==> src/rtl/jtag_scan_controller.sv <==
// jtag_scan_controller
//   JTAG master scan engine. Takes one transaction at a time (instruction plus
//   an optional test vector of 8/16/24/32 bits), walks the TAP through the IR
//   and DR scans, and returns the TDO bits captured during both shifts.
//   BYPASS scans are lengthened by one bit; that leading bit is the target's
//   bypass capture and is reported through rspBypassErr.
//
// Ports
//   clk, reset      system clock, synchronous active-high reset
//   reqValid/Ready  request handshake; reqReady only while idle
//   reqInstruction  instruction, shifted LSB first
//   reqIrOnly       skip the DR scan
//   reqWidthSel     vector length 8*(sel+1), clamped to DR_WIDTH
//   reqVector       TDI data, shifted LSB first
//   tck, tms, tdi   JTAG pins driven to the target
//   tdo             JTAG data from the target, synchronous to clk
//   rspValid        one-clk response strobe
//   rspIrCapture    TDO bits captured during Shift-IR
//   rspData         TDO bits captured during Shift-DR, zero-extended
//   rspBypassErr    BYPASS scan whose captured bypass bit was 1
//
// state   | meaning
// --------+---------------------------------------------------------------
// S_INIT  | 5 TCKs tms=1 (Test-Logic-Reset), 1 TCK tms=0 (Run-Test/Idle)
// S_IDLE  | TAP parked in Run-Test/Idle, waiting for a request
// S_IR    | 1,1,0,0 into Shift-IR, shift instruction, Update-IR (+Idle if IR-only)
// S_DR    | 1,0,0 into Shift-DR, shift vector, Update-DR, back to Idle
// S_DONE  | one clk with rspValid high

module jtag_scan_controller #(
    parameter int IR_WIDTH      = 5,
    parameter int DR_WIDTH      = 32,
    parameter int TCK_DIV       = 2,
    parameter int BYPASS_OPCODE = 0
) (
    input  logic                clk,
    input  logic                reset,
    input  logic                reqValid,
    output logic                reqReady,
    input  logic [IR_WIDTH-1:0] reqInstruction,
    input  logic                reqIrOnly,
    input  logic [1:0]          reqWidthSel,
    input  logic [DR_WIDTH-1:0] reqVector,
    output logic                tck,
    output logic                tms,
    output logic                tdi,
    input  logic                tdo,
    output logic                rspValid,
    output logic [IR_WIDTH-1:0] rspIrCapture,
    output logic [DR_WIDTH-1:0] rspData,
    output logic                rspBypassErr
);

    localparam logic [2:0] S_INIT = 3'd0;
    localparam logic [2:0] S_IDLE = 3'd1;
    localparam logic [2:0] S_IR   = 3'd2;
    localparam logic [2:0] S_DR   = 3'd3;
    localparam logic [2:0] S_DONE = 3'd4;

    localparam int PH_W  = $clog2(2 * TCK_DIV);
    localparam int IX_W  = 6;
    localparam int IRI_W = $clog2(IR_WIDTH);
    localparam int DRI_W = $clog2(DR_WIDTH);

    localparam logic [PH_W-1:0]     PH_RISE   = PH_W'(TCK_DIV - 1);
    localparam logic [PH_W-1:0]     PH_HIGH   = PH_W'(TCK_DIV);
    localparam logic [PH_W-1:0]     PH_LAST   = PH_W'(2 * TCK_DIV - 1);
    localparam logic [IX_W-1:0]     IRW       = IX_W'(IR_WIDTH);
    localparam logic [IX_W-1:0]     DRW       = IX_W'(DR_WIDTH);
    localparam logic [IR_WIDTH-1:0] BYPASS_IR = IR_WIDTH'(BYPASS_OPCODE);

    logic [2:0]          state;
    logic [PH_W-1:0]     phase;
    logic [IX_W-1:0]     idx;
    logic [IR_WIDTH-1:0] req_instr;
    logic                req_ir_only;
    logic                req_bypass;
    logic [DR_WIDTH-1:0] req_vector;
    logic [IX_W-1:0]     dr_bits;

    logic                scanning;
    logic                end_tck;
    logic                accept;
    logic [IX_W-1:0]     tck_total;
    logic [2:0]          nxt_state;
    logic [IX_W-1:0]     nxt_idx;
    logic [PH_W-1:0]     phase_nxt;
    logic                tms_nxt;
    logic                tdi_nxt;
    logic [2:0]          len_sel;
    logic [IX_W-1:0]     len_raw;
    logic [IX_W-1:0]     len_eff;
    logic                bypass_req;

    always_comb begin
        scanning = (state == S_INIT) || (state == S_IR) || (state == S_DR);
        end_tck  = (phase == PH_LAST);
        accept   = (state == S_IDLE) && reqValid && reqReady;

        len_sel    = {1'b0, reqWidthSel} + 3'd1;
        len_raw    = {len_sel, 3'b000};
        len_eff    = (len_raw > DRW) ? DRW : len_raw;
        bypass_req = (reqInstruction == BYPASS_IR) && !reqIrOnly;

        case (state)
            S_INIT:  tck_total = 6'd6;
            S_IR:    tck_total = req_ir_only ? IRW + 6'd6 : IRW + 6'd5;
            S_DR:    tck_total = dr_bits + 6'd5;
            default: tck_total = 6'd1;
        endcase

        nxt_state = state;
        nxt_idx   = idx;
        if (accept) begin
            nxt_state = S_IR;
            nxt_idx   = '0;
        end else if (state == S_DONE) begin
            nxt_state = S_IDLE;
        end else if (scanning && end_tck) begin
            if (idx == tck_total - 6'd1) begin
                nxt_idx = '0;
                if (state == S_INIT)
                    nxt_state = S_IDLE;
                else if (state == S_IR && !req_ir_only)
                    nxt_state = S_DR;
                else
                    nxt_state = S_DONE;
            end else begin
                nxt_idx = idx + 6'd1;
            end
        end

        phase_nxt = (scanning && !end_tck) ? phase + PH_W'(1) : '0;

        // Pin values for the TCK that starts when phase wraps to 0.
        tms_nxt = 1'b0;
        tdi_nxt = 1'b0;
        case (nxt_state)
            S_INIT: tms_nxt = (nxt_idx < 6'd5);
            S_IR: begin
                if (nxt_idx < 6'd2) begin
                    tms_nxt = 1'b1;
                end else if (nxt_idx < 6'd4) begin
                    tms_nxt = 1'b0;
                end else if (nxt_idx < IRW + 6'd4) begin
                    tms_nxt = (nxt_idx == IRW + 6'd3);
                    tdi_nxt = req_instr[IRI_W'(nxt_idx - 6'd4)];
                end else begin
                    tms_nxt = (nxt_idx == IRW + 6'd4);
                end
            end
            S_DR: begin
                if (nxt_idx == 6'd0) begin
                    tms_nxt = 1'b1;
                end else if (nxt_idx < 6'd3) begin
                    tms_nxt = 1'b0;
                end else if (nxt_idx < dr_bits + 6'd3) begin
                    tms_nxt = (nxt_idx == dr_bits + 6'd2);
                    // A BYPASS scan spends its first shift bit on the bypass
                    // capture, so the vector starts one bit later.
                    if (!req_bypass)
                        tdi_nxt = req_vector[DRI_W'(nxt_idx - 6'd3)];
                    else if (nxt_idx != 6'd3)
                        tdi_nxt = req_vector[DRI_W'(nxt_idx - 6'd4)];
                end else begin
                    tms_nxt = (nxt_idx == dr_bits + 6'd3);
                end
            end
            default: begin
                tms_nxt = 1'b0;
                tdi_nxt = 1'b0;
            end
        endcase
    end

    always_ff @(posedge clk) begin
        if (reset) begin
            state        <= S_INIT;
            phase        <= '0;
            idx          <= '0;
            tck          <= 1'b0;
            tms          <= 1'b1;
            tdi          <= 1'b0;
            reqReady     <= 1'b0;
            rspValid     <= 1'b0;
            rspIrCapture <= '0;
            rspData      <= '0;
            rspBypassErr <= 1'b0;
            req_instr    <= '0;
            req_ir_only  <= 1'b0;
            req_bypass   <= 1'b0;
            req_vector   <= '0;
            dr_bits      <= '0;
        end else begin
            state    <= nxt_state;
            idx      <= nxt_idx;
            phase    <= phase_nxt;
            tck      <= (phase_nxt >= PH_HIGH);
            rspValid <= (nxt_state == S_DONE);

            if (phase_nxt == '0) begin
                tms <= tms_nxt;
                tdi <= tdi_nxt;
            end

            if (state == S_IDLE)
                reqReady <= !accept;
            else if (state == S_DONE)
                reqReady <= 1'b1;

            if (accept) begin
                req_instr    <= reqInstruction;
                req_ir_only  <= reqIrOnly;
                req_bypass   <= bypass_req;
                req_vector   <= reqVector;
                dr_bits      <= len_eff + {5'd0, bypass_req};
                rspIrCapture <= '0;
                rspData      <= '0;
                rspBypassErr <= 1'b0;
            end

            // Capture on the last low clk, i.e. the rising TCK edge.
            if (phase == PH_RISE) begin
                if (state == S_IR && idx >= 6'd4 && idx < IRW + 6'd4)
                    rspIrCapture[IRI_W'(idx - 6'd4)] <= tdo;
                if (state == S_DR && idx >= 6'd3 && idx < dr_bits + 6'd3) begin
                    if (!req_bypass)
                        rspData[DRI_W'(idx - 6'd3)] <= tdo;
                    else if (idx == 6'd3)
                        rspBypassErr <= tdo;
                    else
                        rspData[DRI_W'(idx - 6'd4)] <= tdo;
                end
            end
        end
    end

endmodule

==> config.mk <==
export PLATFORM = sky130hd
export DESIGN_NAME = jtag_scan_controller
export DESIGN_NICKNAME = d
export VERILOG_FILES = /design/src/rtl/jtag_scan_controller.sv
export SDC_FILE = /design/constraint.sdc
export NUM_CORES = 1
export LEC_CHECK = 0
export CORE_UTILIZATION = 35
export DETAILED_ROUTE_END_ITERATION = 8
export GPL_TIMING_DRIVEN = 1
export PLACE_DENSITY = 0.66
export SLEW_MARGIN = 20
export SYNTH_ARGS = -nofsm -noshare
export SYNTH_HDL_FRONTEND = slang
export SYNTH_SLANG_ARGS = --single-unit
export TNS_END_PERCENT = 30
==> constraint.sdc <==
create_clock -name clk -period 9.6 [get_ports clk]
set_input_delay 1.44 -clock clk [delete_from_list [all_inputs] [get_ports clk]]
set_output_delay 1.44 -clock clk [all_outputs]
set_load 0.1 [all_outputs]
After elaboration in Yosys (flattened, before gate mapping) --
Cells that the tools add are included.
Word-level totals: output and inout port bits 43, logic and storage cells 152, bits in registers 99, input port bits 44
Cells by class: reduce and logical (&&, ||, !) cells 25, $add $sub $neg 12, equal/unequal tests 16, multiplexer cells 62, $lt $le $gt $ge 21
Operators with widths (number):
- 32-bit 2-to-1 mux | 6
- 32-bit bitwise mux | 2
- 6-bit 2-to-1 mux | 5
- 1-bit 2-to-1 mux | 28
- 5-bit by 6-bit less-than comparator with 1-bit output, second input constant | 4
- 5-bit 2-to-1 mux | 4
- 6-bit == test | 3
- 3-bit 2-to-1 mux | 6
- 6-bit case mux with 3 select lines | 1
- 1-bit logical AND | 13
- 6-bit by 2-bit adder with 6-bit output, second input constant | 2
- 3-bit by 2-bit == test with 1-bit output, second input constant | 4
- 6-bit by 4-bit == test with 1-bit output, second input constant | 2
- 6-bit by 2-bit less-than comparator with 1-bit output, second input constant | 2
- 6-bit by 3-bit less-than comparator with 1-bit output, second input constant | 2
- 6-bit by 4-bit less-than comparator with 1-bit output, second input constant | 2
- 6-bit less-than comparator | 2
- 1-bit binary-select mux with 5-bit select | 2
- 1-bit demux with 5-bit select | 2
- 5-bit by 1-bit greater-or-equal comparator with 1-bit output, second input constant | 2
- 5-bit by 2-bit subtractor with 5-bit output, second input constant | 2
- 5-bit by 3-bit subtractor with 5-bit output, second input constant | 2
- 3-bit by 4-bit less-than comparator with 1-bit output, second input constant | 2
- 6-bit by 1-bit adder with 6-bit output | 1
- 29 further kinds | 35

Logic depth before layout (Yosys ltp) --
word-level depth 17, gate-level depth with buffers 22, mapped depth without buffers 20

Worst setup path before layout --
No wires, ideal clock.
path type reg2reg, from reg, netlist name tck, to reg tms, setup slack 5377 ps, data arrival time 4108 ps, buffers on the path 1, stages on the path, launching flop included 16, period minus slack after synthesis 4223 ps, library setup time 115 ps, data required time 9485 ps, path through dfxtp_1 > ha_1 > nand2b_4 > a211oi_1 > nand4_1 > o31ai_4 > buf_6 > nor2_2 > ha_1 > a21o_1 > a21oi_1 > a21oi_1 > a32oi_1 > a21oi_1 > or4_1 > a31o_1
RTL lines:
- to (signal assigned) | line 202 | tms <= tms_nxt;
- to (decl) | line 45 | output logic tms,

Worst setup path in the final report --
from reg state[0], to reg tdi
On the way: longest elaborated chain between the ends 17, elaborated cells between the ends (all ways) 53, classes of those cells add/sub: 3; order compare: 5; eq/ne: 8; mux: 27; reduce/logical: 10
RTL lines:
- from (decl) | line 72 | logic [2:0] state;
- from (signal assigned) | line 195 | state <= nxt_state;
- 3-bit by 2-bit == test with 1-bit output, or another cell as far along | line 96, 105
- 6-bit case mux with 3 select lines | line 105 | case (state)
- 6-bit by 1-bit subtractor with 6-bit output | line 120 | if (idx == tck_total - 6'd1) begin
- 6-bit == test | line 120
- 6-bit 2-to-1 mux | line 120
- 6-bit 2-to-1 mux | line 119 | end else if (scanning && end_tck) begin
- 6-bit 2-to-1 mux | line 117 | end else if (state == S_DONE) begin
- 6-bit 2-to-1 mux | line 114 | if (accept) begin
- 5-bit by 3-bit subtractor with 5-bit output | line 164 | tdi_nxt = req_vector[DRI_W'(nxt_idx - 6'd4)];
- 1-bit binary-select mux with 5-bit select | line 164
- 1-bit 2-to-1 mux (not written as such) | line 164
- 1-bit 2-to-1 mux | line 163 | else if (nxt_idx != 6'd3)
- 1-bit 2-to-1 mux | line 161 | if (!req_bypass)
- 1-bit 2-to-1 mux | line 157 | end else if (nxt_idx < dr_bits + 6'd3) begin
- 1-bit 2-to-1 mux | line 155 | end else if (nxt_idx < 6'd3) begin
- 1-bit 2-to-1 mux | line 153 | if (nxt_idx == 6'd0) begin
- 1-bit case mux with 2 select lines | line 138 | case (nxt_state)
- to (signal assigned) | line 203 | tdi <= tdi_nxt;
- to (decl) | line 46 | output logic tdi,
Parallel ways exist; a longest one is shown, timed or not. The select of a mux whose other input is x is not followed. A chain may end at the register's enable or synchronous reset.

==> summary.md <==
For the number of endpoints failing setup at the final stage, the log shows 0. After Yosys synthesis, full adders, half adders and majority gates account for 5.915% of the synthesized area. Once placement finished, the instance area stood at 0.007921 sq mm.

The tools report the effective utilization at floorplan as 35.75%. The run gives 2 as the clock tree buffer depth. Post-CTS timing repair inserted 0 buffers for setup. The later pin in the worst-skew pair is clocked with a latency of 0.37 ns. The share of the Yosys chip area taken by registers is 27.25%.

The critical path in this run is classified as reg -> reg. Number of nets still failing antenna checks after routing: 0. For this design the ratio of total power to cell area is 105.4 mW/mm^2.

Data arrives at the worst endpoint at 5.48 ns. Broken down by cell family, the worst path's largest delay share belongs to compound AO/OA/AOI/OAI gates. The root buffer cell chosen for the clock tree is sky130_fd_sc_hd__clkbuf_16. The clock net in this run drives a total of 95 sinks.

Yosys attributes the largest share of cell area to sky130_fd_sc_hd__dfxtp_1 27%, sky130_fd_sc_hd__a21oi_1 11%, sky130_fd_sc_hd__nand2_1 10%. Based on the critical path, the design can be clocked at up to 0.1935 GHz. The number of inserted filler cells in the final layout is 2048. Post-CTS repair changed the size of 0 cells. In this run, flip-flops and latches consume 46.0% of the power.

The post-synthesis compound-gate area fraction works out to 32.55%. The clock network is responsible for 43.1% of the overall power. The worst setup path is launched from a register. The worst-case reg-to-reg path depth works out to 20. Max-slew violation count: 0. Walking the worst path, the cells encountered are or2_2 > a31o_2 > inv_1 > ha_1 > xnor2_1 > a211oi_1 > nand4_1 > o31ai_4 > nor2_4 > inv_1 > ha_1 > nand2_1 > o22a_1 > o22ai_1 > a21oi_1 > nor4_1 > o211ai_1 > a211oi_1 > a21oi_1 > a21oi_1. The via count of the first global-routing pass is 6399, and the post-synth net total is 1037.

The number of nets in the finished design is 1072. The largest fanout on the critical path came out at 17. Counting flops with a built-in enable in the synthesized netlist gives 0.

Iteration count of the initial detailed-routing pass: 5. The cell repeated most along the worst path was sky130_fd_sc_hd__a21oi_1. STA puts the critical path data required time at 9.91 ns. The number of buffers and inverters on the critical path works out to 2. Sum of negative setup slack: 0 ns. The run gives 0.00007557 V as the worst vdd rail ir drop. Combinational cells account for 10.9% of the total power. The largest total area in the synthesized netlist belongs to sky130_fd_sc_hd__dfxtp_1. The analysis attributes to cell leakage a power of 2.726 nW. The die covers 0.02051 sq mm.

Synthesis instantiated 83 different standard cells from the library. The largest individual stage delay along the critical path comes from the cell sky130_fd_sc_hd__o31ai_4. Of the total power, the share spent switching nets is 28.46%. The post-detailed-placement half-perimeter wirelength is 15080 microns.

In this run the power spent charging and discharging nets is 0.0002475 W. From left edge to right edge, the die measures 143.2 microns. The residual overflow from global routing was 0.

The H-tree was split into 3 levels. After floorplanning, the core was sized to cover 0.01953 sq mm. The critical path crosses 20 cells after its start point.

In the synthesized netlist the dominant register cell turns out to be sky130_fd_sc_hd__dfxtp_1. Worst setup path startpoint: state[0]$_SDFF_PP0_. The ratio of final minimum period to clock period was 53.82%.

The run gives 0 as the hold buffer count at cts. In this run the cell area of the synthesized design comes to 0.006980 sq mm. The total routing usage reported by global routing came out at 21.51%. Setup repair after global routing left no endpoint under its margin.

In this run the worst setup path terminates at tdi$_SDFFE_PP0N_. Synthesis inferred 95 register bits. The average instance in the mapped netlist occupies 7.271 sq um. By area, the combinational part of the netlist is dominated by compound AO/OA/AOI/OAI gates. The measured slew at the worst slew-check pin was 1.047 ns. TritonCTS built the clock tree. The hold violation count in the final report is 0, and the number of input and output port buffers inserted is 86.

Using the TritonRoute via totals, the vias-per-cell ratio works out to 5.710. The run gives 0 as the number of antenna violations at the first check in global routing. The first routing iteration left 927 violations. The most common cell in the synthesized netlist is sky130_fd_sc_hd__nand2_1. The Yosys step of the flow raised 0 warnings. 87 I/O pins were placed. The share of cells above drive strength 1 was 5.700%; the layout-stage area growth over the synthesis result was 18.18%. The maximum number of pins on one net before global-route repair is 97, and the DRC violation count after routing is 0. In this run the critical register-to-register path is launched from state[0]$_SDFF_PP0_.

The overall via count from detail_route was 7223; the number of clock buffers inserted by TritonCTS was 9. The worst register-to-register path ends at tdi$_SDFFE_PP0N_. Routability-driven placement finished with a final weighted congestion of 0.9166. The die height is 143.2 microns, and the number of standard-cell rows in the floorplan is 51.

For this run, asynchronously set or reset flops after synthesis account for 0%. For the max-slew headroom at the worst pin, the log shows 30.21%. The tools report the nature of the critical path endpoint as a register. The fraction of synthesized cell area taken by the top area cell type was 27.25%. Reported max-cap violation count: 0. Between clock sinks in the finished design, the worst skew comes to 0.01725 ns. The internal power of the cells totals 0.0006222 W. Summing all non-filler instances in the final layout gives an area of 0.008249 sq mm.

The detailed-route wire length per cell was 17.39 microns. The post-detailed-routing wire length was 22000 microns; the fraction of synthesized area in multiplexers was 3.298%. The run gives 960 as the gate count after technology mapping. For the wire length of the first global-routing pass, the log shows 34420 microns.

Ranked by instance count, the synthesized netlist is headed by 186 x sky130_fd_sc_hd__nand2_1, 153 x sky130_fd_sc_hd__a21oi_1, 95 x sky130_fd_sc_hd__dfxtp_1. After Yosys synthesis, and, or, nand and nor cells account for 22.58% of the synthesized area. The setup slack of the most critical reg-to-reg path was 4.43 ns; the share of the synthesized netlist area taken by xor and xnor gates was 2.474%. In the final layout, the multi-input gates occupy 0.004676 sq mm.

On the worst path, the slowest cell contributes a delay of 0.73 ns. The number of antenna diodes in the final layout is 0. After clock tree synthesis, the clock-pin slew on the worst setup and hold paths is 0.09 ns.

The flow ran to the end, and the final reports show no timing, DRC or antenna violations. For the sequential cell area in the final layout, the log shows 0.001902 sq mm. The smallest clock period supported by the final layout is computed as 5.167 ns.

The worst hold path belongs to the class reg -> reg.
-- worst min-delay path by stage --
stage | from | to | slack [ns] | cells past startpoint
6_report | req_instr[3]$_SDFFE_PP0P_ | req_instr[3]$_SDFFE_PP0P_ | 0.46 | 2
5_1_grt | req_vector[10]$_SDFFE_PP0P_ | req_vector[10]$_SDFFE_PP0P_ | 0.48 | 2
4_1_cts | req_instr[3]$_SDFFE_PP0P_ | req_instr[3]$_SDFFE_PP0P_ | 0.46 | 2
3_5_place_dp | req_instr[3]$_SDFFE_PP0P_ | req_instr[3]$_SDFFE_PP0P_ | 0.45 | 2
3_3_place_gp | req_instr[1]$_SDFFE_PP0P_ | req_instr[1]$_SDFFE_PP0P_ | 0.45 | 2
2_1_floorplan | req_instr[4]$_SDFFE_PP0P_ | req_instr[4]$_SDFFE_PP0P_ | 0.44 | 2
-- layout by cell type, fill, tap and decap left out, types with 5 or more instances in the layout --
cell type and n:
sky130_fd_sc_hd__nand2_1 186, sky130_fd_sc_hd__a21oi_1 153, sky130_fd_sc_hd__dfxtp_1 95, sky130_fd_sc_hd__clkdlybuf4s50_1 85, sky130_fd_sc_hd__nor2_1 56, sky130_fd_sc_hd__a31oi_1 33, sky130_fd_sc_hd__ha_1 33, sky130_fd_sc_hd__o22ai_1 32
sky130_fd_sc_hd__o21bai_1 28, sky130_fd_sc_hd__inv_1 21, sky130_fd_sc_hd__o21ai_0 19, sky130_fd_sc_hd__nand3_1 19, sky130_fd_sc_hd__mux2i_1 14, sky130_fd_sc_hd__nor3_1 13, sky130_fd_sc_hd__o211ai_1 12, sky130_fd_sc_hd__nand2b_1 11
sky130_fd_sc_hd__xnor2_1 10, sky130_fd_sc_hd__a211oi_1 10, sky130_fd_sc_hd__nor2b_1 9, sky130_fd_sc_hd__clkbuf_16 9, sky130_fd_sc_hd__buf_4 9, sky130_fd_sc_hd__a32oi_1 8, sky130_fd_sc_hd__o31ai_1 8, sky130_fd_sc_hd__nor4_1 7
sky130_fd_sc_hd__xor2_1 6, sky130_fd_sc_hd__nand4_1 5, sky130_fd_sc_hd__o211a_1 5, sky130_fd_sc_hd__and2_1 5
-- cell type report --
class	count	area share, %
Inverter	24	1.092
Timing Repair Buffer	96	11.53
Clock buffer	10	2.897
Tap cell	265	4.019
Sequential cell	95	23.05
Multi-Input combinational cell	769	56.68
Clock inverter	6	0.7280
-- stage by stage --
step / std cells / utilization, % / hold slack, ns / power, W / setup slack (ns)
finish: 1265 / 42.25 / 0.4603 / 0.0008697 / 4.433
CTS: 1264 / 42.10 / 0.4640 / 0.0008734 / 4.512
detailed placement: 1248 / 40.57 / 0.4535 / 0.0005024 / 4.136
floorplan: 960 / - / 0.4360 / 0.0004656 / 5.377
global route: 1265 / 42.25 / 0.4832 / 0.0008978 / 4.070
global placement: 1248 / 40.55 / 0.4451 / 0.0005029 / 4.239
-- state kept, by name, indices dropped and copies added (netlist names) --
| register | cells |
|---|---|
| tdi | 1 |
| rspValid | 1 |
| state | 3 |
| req_ir_only | 1 |
| phase | 1 |
| dr_bits | 4 |
| req_instr | 5 |
| rspIrCapture | 5 |
| idx | 6 |
| rspData | 32 |
| tck | 1 |
| tms | 1 |
| rspBypassErr | 1 |
| reqReady | 1 |
| req_vector | 32 |
-- cell families (layout without fill, tap and decap cells) --
kind of cell             after synthesis  in the layout
AO/OA/AOI/OAI                        353            353
AND/OR/NAND/NOR                      345            345
multiplexers                          20             20
buffers and inverters                 96            136
adder cells (fa/ha/maj)               33             33
XOR/XNOR                              18             18
flip-flops                            95             95
-- metal layers --
layer | share of wire [%] | track usage, % | vias to the layer above
met5 | 0 | 0 | -
li1 | - | - | 3542
met1 | 49 | 32.47 | 3358
met2 | 42 | 30.86 | 293
met4 | 1.6 | 5.823 | 0
met3 | 7.1 | 3.655 | 30
-- power groups by stage --
stage | logic (W) | clock network (W) | registers, W
3_5_place_dp | 0.0000930 | 0 | 0.000409
4_1_cts | 0.0000935 | 0.000380 | 0.000400
3_3_place_gp | 0.0000934 | 0 | 0.000409
5_1_grt | 0.000101 | 0.000396 | 0.000401
2_1_floorplan | 0.0000527 | 0 | 0.000413
6_report | 0.0000948 | 0.000375 | 0.000400
-- worst reg2reg max path, cell delays in order (launching register included) --
cell and delay, ns:
sky130_fd_sc_hd__dfxtp_1 0.71, sky130_fd_sc_hd__or2_2 0.27, sky130_fd_sc_hd__a31o_2 0.24, sky130_fd_sc_hd__inv_1 0.06, sky130_fd_sc_hd__ha_1 0.30, sky130_fd_sc_hd__xnor2_1 0.12
sky130_fd_sc_hd__a211oi_1 0.24, sky130_fd_sc_hd__nand4_1 0.29, sky130_fd_sc_hd__o31ai_4 0.73, sky130_fd_sc_hd__nor2_4 0.18, sky130_fd_sc_hd__inv_1 0.28, sky130_fd_sc_hd__ha_1 0.31
sky130_fd_sc_hd__nand2_1 0.10, sky130_fd_sc_hd__o22a_1 0.18, sky130_fd_sc_hd__o22ai_1 0.14, sky130_fd_sc_hd__a21oi_1 0.06, sky130_fd_sc_hd__nor4_1 0.29, sky130_fd_sc_hd__o211ai_1 0.15
sky130_fd_sc_hd__a211oi_1 0.23, sky130_fd_sc_hd__a21oi_1 0.11, sky130_fd_sc_hd__a21oi_1 0.14
Note: power is estimated with default switching activity, not from simulation.
==> patch (same flow settings) <==
Make the reset (`reset`) asynchronous in one clocked block. Comments in the files are not updated.
--- a/src/rtl/jtag_scan_controller.sv
+++ b/src/rtl/jtag_scan_controller.sv
@@ -175,3 +175,3 @@
 
-    always_ff @(posedge clk) begin
+    always_ff @(posedge clk or posedge reset) begin
         if (reset) begin
Behaviour: differs if reset is asserted again (counterexample within 4 cycles, from zero or initial values and one cycle with reset high); with reset held inactive, the same outputs for 10 cycles.
==> patch against the original RTL <==
- final cell count shrank 20%
- non-clock buffer count fell by 6
- combinational power rose by 7%
- sequential cell count did not move
- worst setup slack improved by 0.050 ns
- critical path type unchanged
- critical endpoint is now tdi
- highest routed layer unchanged
- routed wire length down 28%
- final area decreased by 8.6%
- area after synthesis is 11% lower
- total power down 0.96%
==> patch: results (changes against the original RTL) <==
status complete, no violations; post-synthesis mux area share 7.57% (+4.3 points); Worst R2R Setup Slack 4.48 ns (+0.05 ns); postcts setup bufs 0 (unchanged); Logic power comb 101 uW (+7%); sequential area share after synthesis 38.3% (+11 points); Synthesized Nets 799 (-23%); top cells by count, synth nand2_1 (203), dfrtp_1 (94), nand3_1 (40), o21ai_0 (40), ha_1 (33); first-pass GRT wire length 26500 um (-23%); Mean Syn Cell Area 8.60 sq um (+18%); layout net count 861 (-20%); Cell variety after synth 72 (-13%); Crit-path slowest cell dfrtp_1; Clock Skew 0.00841 ns (-0.00884 ns); Max Fanout on Critical Path 20 (+3); Fillers 1731 (-15%); hold_sp req_instr[3]; grt met2 use 30.4% (-0.43 points); Pint 633 uW (+1.8%); Least-Margin Pin Slew 1.00 ns (-0.0424 ns); fmax 195 MHz (+0.98%); power share of the clock group 40.5% (-2.6 points); launch point of the worst reg-to-reg path state[2]; largest net degree at the start of global routing 88 (-9.3%); hpwl dp 11200 um (-26%); met3 Resource Use GR 3.14% (-0.51 points); GP Congestion 0.908 (-0.99%); WL met1 7310 um (-32%); Async S/R FF share, synth 100% (+100 points); DRT iter0 DRCs 383 (-59%); met1 Use GR 23.9% (-8.5 points); adder-cell share of the synthesized area 6.81% (+0.89 points); Layout Cells excl Fill 1013 (-20%); Max VDD drop 0.0908 mV (+20%); XOR/XNOR share of the synthesized area 3.20% (+0.73 points); R2R cell count 15 (-25%); DP Area 0.00723 sq mm (-8.7%); routed wire length 15800 um (-28%); number of global-route vias before repair 5215 (-19%); via count 5325 (-26%); met2 routed WL 7530 um (-19%); data arrival time of the critical path 5.35 ns (-0.13 ns); Place WS 3.73 ns (-0.402 ns); R2R Path End tdi
## patch: cell types whose count changed in the layout (fill, tap and decap cells not counted), moves of 9 or more
cell / delta
a21oi_1: -138
dfxtp_1: -95
dfrtp_1: +94
nor2_1: -29
o21bai_1: -28
a31oi_1: -25
nand3_1: +21
o21ai_0: +21
nand2_1: +17
a211oi_1: -9
## patch: final cells by class
| cell class | count | area share, % |
|---|---|---|
| multi-input combinational | 565 | 47.7 |
| inverter | 23 | 1.23 |
| timing repair buffer | 90 | 12.0 |
| clock buffer | 13 | 3.59 |
| tap | 225 | 3.74 |
| sequential | 95 | 31.6 |
| clock inverter | 2 | 0.199 |
## patch: stage by stage
step           util, %  power (mW)  hold slack, ns
4_1_cts           43.5       0.874           0.482
3_3_place_gp      41.8       0.520           0.468
6_report          43.6       0.861           0.475
3_5_place_dp      41.8       0.521           0.467
5_1_grt           43.6       0.895           0.514
2_1_floorplan        -       0.483           0.445
